## src/rtl/circuito_exp5_pkg.sv

```systemverilog
// circuito_exp5_pkg: FSM state codes, sequence ROM and default timeout for the Genius game core.
package circuito_exp5_pkg;
    localparam int TIMEOUT_CYCLES_DEF = 3000;
    typedef enum logic [3:0] {
        INICIAL        = 4'h0,
        PREPARACAO     = 4'h1,
        INICIO_RODADA  = 4'h2,
        ESPERA         = 4'h3,
        REGISTRA       = 4'h4,
        COMPARACAO     = 4'h5,
        PROXIMO        = 4'h6,
        PROXIMA_RODADA = 4'h7,
        FIM_ACERTO     = 4'hA,
        FIM_TIMEOUT    = 4'hD,
        FIM_ERRO       = 4'hE
    } estado_t;
    // Entry 15 first, entry 0 last: ROM[i] is sequence entry i.
    localparam logic [15:0][3:0] ROM = {
        4'h4, 4'h1, 4'h8, 4'h8, 4'h4, 4'h4, 4'h2, 4'h2,
        4'h1, 4'h1, 4'h2, 4'h4, 4'h8, 4'h4, 4'h2, 4'h1
    };
endpackage

```

## src/rtl/hexa7seg.sv

```systemverilog
// hexa7seg: 4-bit hex digit to active-low seven-segment pattern (bit0=a .. bit6=g).
module hexa7seg (
    input  logic [3:0] hexa_i,
    output logic [6:0] sseg_o
);
    localparam logic [15:0][6:0] SEG = {
        7'h0E, 7'h06, 7'h21, 7'h46, 7'h03, 7'h08, 7'h10, 7'h00,
        7'h78, 7'h02, 7'h12, 7'h19, 7'h30, 7'h24, 7'h79, 7'h40
    };
    assign sseg_o = SEG[hexa_i];
endmodule

```

## src/rtl/circuito_exp5.sv

```systemverilog
// circuito_exp5: Genius-style sequence-memory game core (datapath, FSM, timer, 7-seg debug).
// Define TIMEOUT_EN to enable the per-play idle timeout and the fim_timeout state.
module circuito_exp5
    import circuito_exp5_pkg::*;
#(
    parameter int TIMEOUT_CYCLES = TIMEOUT_CYCLES_DEF
) (
    input  logic       clock,
    input  logic       reset,
    input  logic       jogar,
    input  logic [3:0] botoes,
    output logic       acertou,
    output logic       errou,
    output logic       pronto,
    output logic [3:0] leds,
    output logic       db_igualE,
    output logic       db_igualL,
    output logic [6:0] db_contagem,
    output logic [6:0] db_memoria,
    output logic [6:0] db_estado,
    output logic [6:0] db_jogadafeita,
    output logic       db_clock,
    output logic       db_tem_jogada,
    output logic       db_timeout,
    output logic       db_contaL,
    output logic [6:0] db_limite
);
`ifdef TIMEOUT_EN
    localparam bit TMO_EN = 1'b1;
`else
    localparam bit TMO_EN = 1'b0;
`endif
    localparam int TW = $clog2(TIMEOUT_CYCLES) + 1;

    estado_t       state_q, state_d;
    logic [3:0]    addr_q, lim_q, jog_q;
    logic [TW-1:0] timer_q;
    logic          tem_q, acertou_q, errou_q, pronto_q, timeout_q, contal_q;
    logic          jogada, tmo;

    assign db_tem_jogada = |botoes;
    assign jogada        = db_tem_jogada & ~tem_q;
    assign db_igualE     = jog_q == ROM[addr_q];
    assign db_igualL     = addr_q == lim_q;
    // With TIMEOUT_EN undefined the timer stays at zero and this is constant low.
    assign tmo           = TMO_EN && (timer_q == TW'(TIMEOUT_CYCLES - 1));

    always_comb begin
        state_d = INICIAL;
        case (state_q)
            INICIAL:        state_d = jogar ? PREPARACAO : INICIAL;
            PREPARACAO:     state_d = INICIO_RODADA;
            INICIO_RODADA:  state_d = ESPERA;
            ESPERA:         state_d = jogada ? REGISTRA : tmo ? FIM_TIMEOUT : ESPERA;
            REGISTRA:       state_d = COMPARACAO;
            COMPARACAO:     state_d = !db_igualE ? FIM_ERRO : db_igualL ? PROXIMA_RODADA : PROXIMO;
            PROXIMO:        state_d = ESPERA;
            PROXIMA_RODADA: state_d = lim_q == 4'hF ? FIM_ACERTO : INICIO_RODADA;
            FIM_ACERTO, FIM_ERRO, FIM_TIMEOUT:
                            state_d = jogar ? PREPARACAO : state_q;
            default:        state_d = INICIAL;
        endcase
    end

    always_ff @(posedge clock or negedge reset)
        if (!reset) begin
            state_q   <= INICIAL;
            addr_q    <= '0;
            lim_q     <= '0;
            jog_q     <= '0;
            timer_q   <= '0;
            tem_q     <= 1'b0;
            acertou_q <= 1'b0;
            errou_q   <= 1'b0;
            pronto_q  <= 1'b0;
            timeout_q <= 1'b0;
            contal_q  <= 1'b0;
        end else begin
            state_q   <= state_d;
            tem_q     <= db_tem_jogada;
            timer_q   <= (TMO_EN && state_q == ESPERA && state_d == ESPERA) ? timer_q + 1'b1 : '0;
            addr_q    <= (state_q == PREPARACAO || state_q == INICIO_RODADA) ? '0 :
                         state_q == PROXIMO ? addr_q + 1'b1 : addr_q;
            lim_q     <= state_q == PREPARACAO ? '0 :
                         (state_q == PROXIMA_RODADA && lim_q != 4'hF) ? lim_q + 1'b1 : lim_q;
            jog_q     <= state_q == PREPARACAO ? '0 : state_q == REGISTRA ? botoes : jog_q;
            // Moore outputs registered from the next state so they align with state_q.
            acertou_q <= state_d == FIM_ACERTO;
            errou_q   <= state_d == FIM_ERRO || state_d == FIM_TIMEOUT;
            pronto_q  <= state_d == FIM_ACERTO || state_d == FIM_ERRO || state_d == FIM_TIMEOUT;
            timeout_q <= state_d == FIM_TIMEOUT;
            contal_q  <= state_d == PROXIMA_RODADA && lim_q != 4'hF;
        end

    assign acertou    = acertou_q;
    assign errou      = errou_q;
    assign pronto     = pronto_q;
    assign db_timeout = timeout_q;
    assign db_contaL  = contal_q;
    assign leds       = jog_q;
    assign db_clock   = clock;

    hexa7seg u_hex_cont (.hexa_i(addr_q),       .sseg_o(db_contagem));
    hexa7seg u_hex_mem  (.hexa_i(ROM[addr_q]),  .sseg_o(db_memoria));
    hexa7seg u_hex_est  (.hexa_i(state_q),      .sseg_o(db_estado));
    hexa7seg u_hex_jog  (.hexa_i(jog_q),        .sseg_o(db_jogadafeita));
    hexa7seg u_hex_lim  (.hexa_i(lim_q),        .sseg_o(db_limite));
endmodule

```

## config.mk

```make
export PLATFORM = sky130hd
export DESIGN_NAME = circuito_exp5
export DESIGN_NICKNAME = d
export VERILOG_FILES = /design/src/rtl/circuito_exp5_pkg.sv /design/src/rtl/hexa7seg.sv /design/src/rtl/circuito_exp5.sv
export SDC_FILE = /design/constraint.sdc
export NUM_CORES = 1
export LEC_CHECK = 0
export CORE_ASPECT_RATIO = 1.5
export CORE_UTILIZATION = 56
export CTS_CLUSTER_SIZE = 40
export DETAILED_ROUTE_END_ITERATION = 6
export GPL_TIMING_DRIVEN = 0
export PLACE_DENSITY = 0.87
export SYNTH_ARGS = -nofsm -noshare
export SYNTH_HDL_FRONTEND = slang
export SYNTH_SLANG_ARGS = --single-unit
```

## constraint.sdc

```tcl
create_clock -name clock -period 4.7 [get_ports clock]
set_input_delay 0.94 -clock clock [delete_from_list [all_inputs] [get_ports clock]]
set_output_delay 0.94 -clock clock [all_outputs]
set_load 0.01 [all_outputs]
```

Word-level counts from Yosys, hierarchy flattened
Memories as Yosys holds them, arrays and structs flattened.
Cells that the tools add are included.
{ "word_totals": {"ff_bits": 22, "romBits": 624, "inputBits": 7, "output_inout_bits": 48, "elab_cells": 75, "mem_count": 6} }
{ "mem_list": {"columns": ["name", "words", "width", "rd", "rd_ports_with_merged_regs", "wr", "line", "text"], "rows": [
  ["(no name shown)", 16, 7, 1, 0, 0, "hexa7seg.sv:10", "assign sseg_o = SEG[hexa_i];"],
  ["(no name shown)", 16, 7, 1, 0, 0, "hexa7seg.sv:10", null],
  ["(no name shown)", 16, 7, 1, 0, 0, "hexa7seg.sv:10", null],
  ["(no name shown)", 16, 7, 1, 0, 0, "hexa7seg.sv:10", null],
  ["(no name shown)", 16, 7, 1, 0, 0, "hexa7seg.sv:10", null],
  ["(no name shown)", 16, 4, 1, 0, 0, "circuito_exp5.sv:104", "hexa7seg u_hex_mem (.hexa_i(ROM[addr_q]), .sseg_o(db_memoria));"]
]} }
{ "classes": {"n_addsub": 2, "order_cmp": 5, "n_eq_ne": 18, "muxes": 19, "bitwise_logic": 2, "reduce_logical": 13} }
{ "ops": {"columns": ["op", "n"], "rows": [
  ["4-bit two-way mux", 10],
  ["7-bit two-way mux", 5],
  ["4-bit case mux with 8 select lines", 1],
  ["4-bit equality test, second input constant", 7],
  ["4-bit by 5-bit less-than comparator with 1-bit output, second input constant", 5],
  ["4-bit by 3-bit equality test with 1-bit output, second input constant", 5],
  ["4-bit by 1-bit adder with 4-bit output, second input constant", 2],
  ["4-bit by 2-bit equality test with 1-bit output, second input constant", 2],
  ["4-bit equality test", 2],
  ["2-bit nonzero test", 3],
  ["4-bit by 1-bit equality test with 1-bit output, second input constant", 1],
  ["4-bit logical NOT", 1],
  ["1-bit logical OR", 4],
  ["4-bit inequality test, second input constant", 1],
  ["4-bit OR reduction", 1],
  ["3-bit two-way mux", 1],
  ["3-bit OR reduction", 1],
  ["1-bit logical AND", 2],
  ["1-bit two-way mux", 2],
  ["2-bit OR reduction", 1],
  ["1-bit bitwise AND", 1],
  ["1-bit inverter", 1]
]} }

Longest topological paths before layout
{ "depth": {"depth_word": 8, "depth_mapped": 10, "ltp_nobuf": 9} }

Modules after synthesis
From an unflattened synthesis, not the netlist that was laid out.
{ "unflattened": {"hier_cells": 305, "hier_area_um2": 2792.7} }
{ "modules_own_cells": {"columns": ["mod", "n_inst", "cells_per_inst", "area_per_inst_um2", "seq_area_each_um2"], "rows": [
  ["circuito_exp5", 1, 145, 1416.4, 550.5],
  ["hexa7seg", 5, 32, 275.3, 0.0]
]} }

==> results.yml <==
global_routing:
  track_usage: 0.273
  grt_pass1_wl_mm: 10.4
  grt_pass1_vias: 2437
  grt.overflow.total: 0
  grt_max_degree: 23
  antenna_found_initial: 0
routing:
  drtIter0Drc: 107
  drt_wl_total_mm: 6.19
  vias_per_cell: 6.02
  antenna_left: 0
  drt_pass1_iterations: 5
  wire_per_inst_microns: 14.8
  num_vias: 2509
  drc_errors: 0
placed_design:
  gp_congestion: 0.977
  io_buffers: 54
  dp_hpwl_mm: 4.75
logic_synthesis:
  synth_top_area_frac: 0.222
  yosys_most_used_dff: "dfrtp_1"
  synth_area_per_cell_sq_um: 8.00
  ys_seq_elements: 22
  synth.area.top_cells: "dfrtp_1, ha_1, mux2i_1"
  yosys_warnings: 0
  yosysSeqAreaShare: 0.222
  synth_edf_count: 0
  async_flop_share: 1.00
  synth_cells: 310
  synth_cell_types: 56
  yosysTopAreaCell: "dfrtp_1"
  syn_area_sq_um: 2480
  syn_nets: 349
outcome:
  status: "finished clean"
timing:
  slew-limit-headroom: 0.376
  skew_ns: 0.00239
  rsz0062_at_grt: "false"
  max_freq_mhz: 230
  finalSetupViolCount: 0
  min_period_ns: 4.34
  post-route-period-util: 0.924
  maxSlewViolCount: 0
  setup_tns_ns: 0
  hold_violations: 0
  tightest_slew_ns: 0.933
clock_tree:
  cts_hold_buf: 0
  post_cts_resize_count: 0
  cts_tree: "built"
  insertion_delay_ns: 0.37
  path_clk_slew_ns: 0.08
  post_cts_buffers: 0
power:
  leakagePower_nw: 1.42
  vdd_ir_drop_max_v: 0.000592
  power_density_nw_per_um2: 639
  power.total_mw: 2.03
floorplanning:
  io_pins: 55
  coreArea_sq_um: 4250
  die_width_microns: 56.3
  dieArea_sq_um: 4700
  start_util: 0.584
  die_y_microns: 83.5
  rows: 29
worst_setup_path:
  cp-end-kind: "output pin"
  rrSetupSlack_ns: 1.96
  cp-start-kind: "flop"
  cp-startpoint: "addr_q[1]"
  rr_startpoint: "addr_q[1]"
  reg2reg_depth: 8
  r2r_end: "db_contaL"
  worstSetupPathType: "reg -> out"
  crit_arrival_ns: 3.40
  worstPathMaxFanout: 10
  critPathRequiredTime_ns: 3.76
final_layout:
  areaGrowthSynthToFinish_pct: 28.0
  drive_above_1_share: 0.0566
  fillers: 327
  fin_nets: 411
  antenna_cells: 0
  fin_util: 0.747
min_path:
  min_path_type: "reg -> reg"
  min_path_cells: 1
  holdCritStartpoint: "leds[0]"
  min_to: "leds[0]"
job:
  cap_violations: 0
-- cells in the final DEF, fill, tap and decap left out, drive strengths merged, types with 2 or more instances in the layout --
cell type,synthesis,layout
xor2,6,6
nand2b,5,5
nor4,4,4
o31ai,3,3
inv,22,22
nand2,31,31
mux2i,14,14
o41ai,2,2
o211ai,2,2
clkdlybuf4s50,0,54
ha,32,32
a21oi,25,25
mux2,2,2
a22o,7,7
and2,3,3
nand3b,3,3
xnor2,4,4
clkbuf,14,21
buf,7,7
nor2b,3,3
nor3,8,8
nand3,6,6
dfrtp,22,22
o21ai,22,22
nor2,25,25
or3b,2,2
and3,3,3
o22ai,8,8
mux4,2,2
a31oi,5,5
a211oi,3,3
-- flip-flops by register name, indices dropped and copies added (netlist names) --
| name | cells |
|---|---|
| tem_q | 1 |
| acertou | 1 |
| pronto | 1 |
| db_timeout | 1 |
| errou | 1 |
| addr_q | 4 |
| db_contaL | 1 |
| leds | 4 |
| state_q | 4 |
| lim_q | 4 |
-- through the flow --
step | setup WS (ns) | hold slack (ns) | instances | area, sq um
detailed placement | 0.754 | 0.651 | 410 | 3080
floorplan | 1.29 | 0.634 | 310 | 2480
global route | 0.133 | 0.700 | 417 | 3170
finish | 0.357 | 0.662 | 417 | 3170
global placement | 0.835 | 0.638 | 410 | 3080
CTS | 0.362 | 0.670 | 417 | 3170
-- power breakdown --
part           internal, mW  switching (mW)  leakage [nW]  total (mW)
combinational         0.699           0.768          1.07        1.47
sequential            0.233          0.0917         0.295       0.325
clock                 0.154          0.0818        0.0590       0.235
total                  1.09           0.941          1.42        2.03
-- worst max-delay path: stages, from the launching register on --
cell and delay, ns:
dfrtp_1 0.43, buf_2 0.20, inv_1 0.18, ha_1 0.17, mux2i_1 0.06, o21ai_1 0.43
inv_1 0.22, ha_1 0.36, mux2_2 0.27, o32ai_1 0.13, clkdlybuf4s50_1 0.58
-- worst max path at each step --
stage	to	slack, ns	cells past startpoint
final	db_memoria[1]	0.36	10
after global routing	db_memoria[1]	0.13	10
after CTS	db_memoria[1]	0.36	10
after detailed placement	db_memoria[1]	0.75	10
after global placement	db_memoria[1]	0.84	10
after floorplan	db_clock	1.29	1
-- cell families after synthesis --
family | Yosys count | share of synthesized area
flip-flops | 22 | 0.222
adder cells (fa/ha/maj) | 32 | 0.162
multiplexers | 18 | 0.0838
AO/OA/AOI/OAI | 89 | 0.237
AND/OR/NAND/NOR | 96 | 0.187
XOR/XNOR | 10 | 0.0384
buffers and inverters | 43 | 0.0707
-- layout make-up --
class / instances / area [sq um] / share of cell area
Timing Repair Buffer: 53 / 531 / 0.167
Tap cell: 46 / 57.6 / 0.0181
Clock buffer: 8 / 106 / 0.0335
Buffer: 21 / 92.6 / 0.0292
Inverter: 22 / 82.6 / 0.0260
Multi-Input combinational cell: 245 / 1750 / 0.552
Sequential cell: 22 / 551 / 0.174
-- routing by layer --
metal | track usage | wire, microns
met2 | 0.523 | 3360
met1 | 0.282 | 2290
met4 | 0.137 | 272
met5 | 0 | 0
met3 | 0.0310 | 268
-- cell usage after synthesis, types with 4 or more instances --
master     n
o22ai_1    7
xor2_1     5
mux2i_1   14
a21oi_1   25
nor3_1     8
nor2_1    25
nand2_1   31
nand2b_1   5
nand3_1    6
xnor2_1    4
ha_1      32
clkbuf_1  14
o21ai_0   20
a22o_1     7
a31oi_1    5
dfrtp_1   22
inv_1     21
Power figures use the tool's default switching activity.
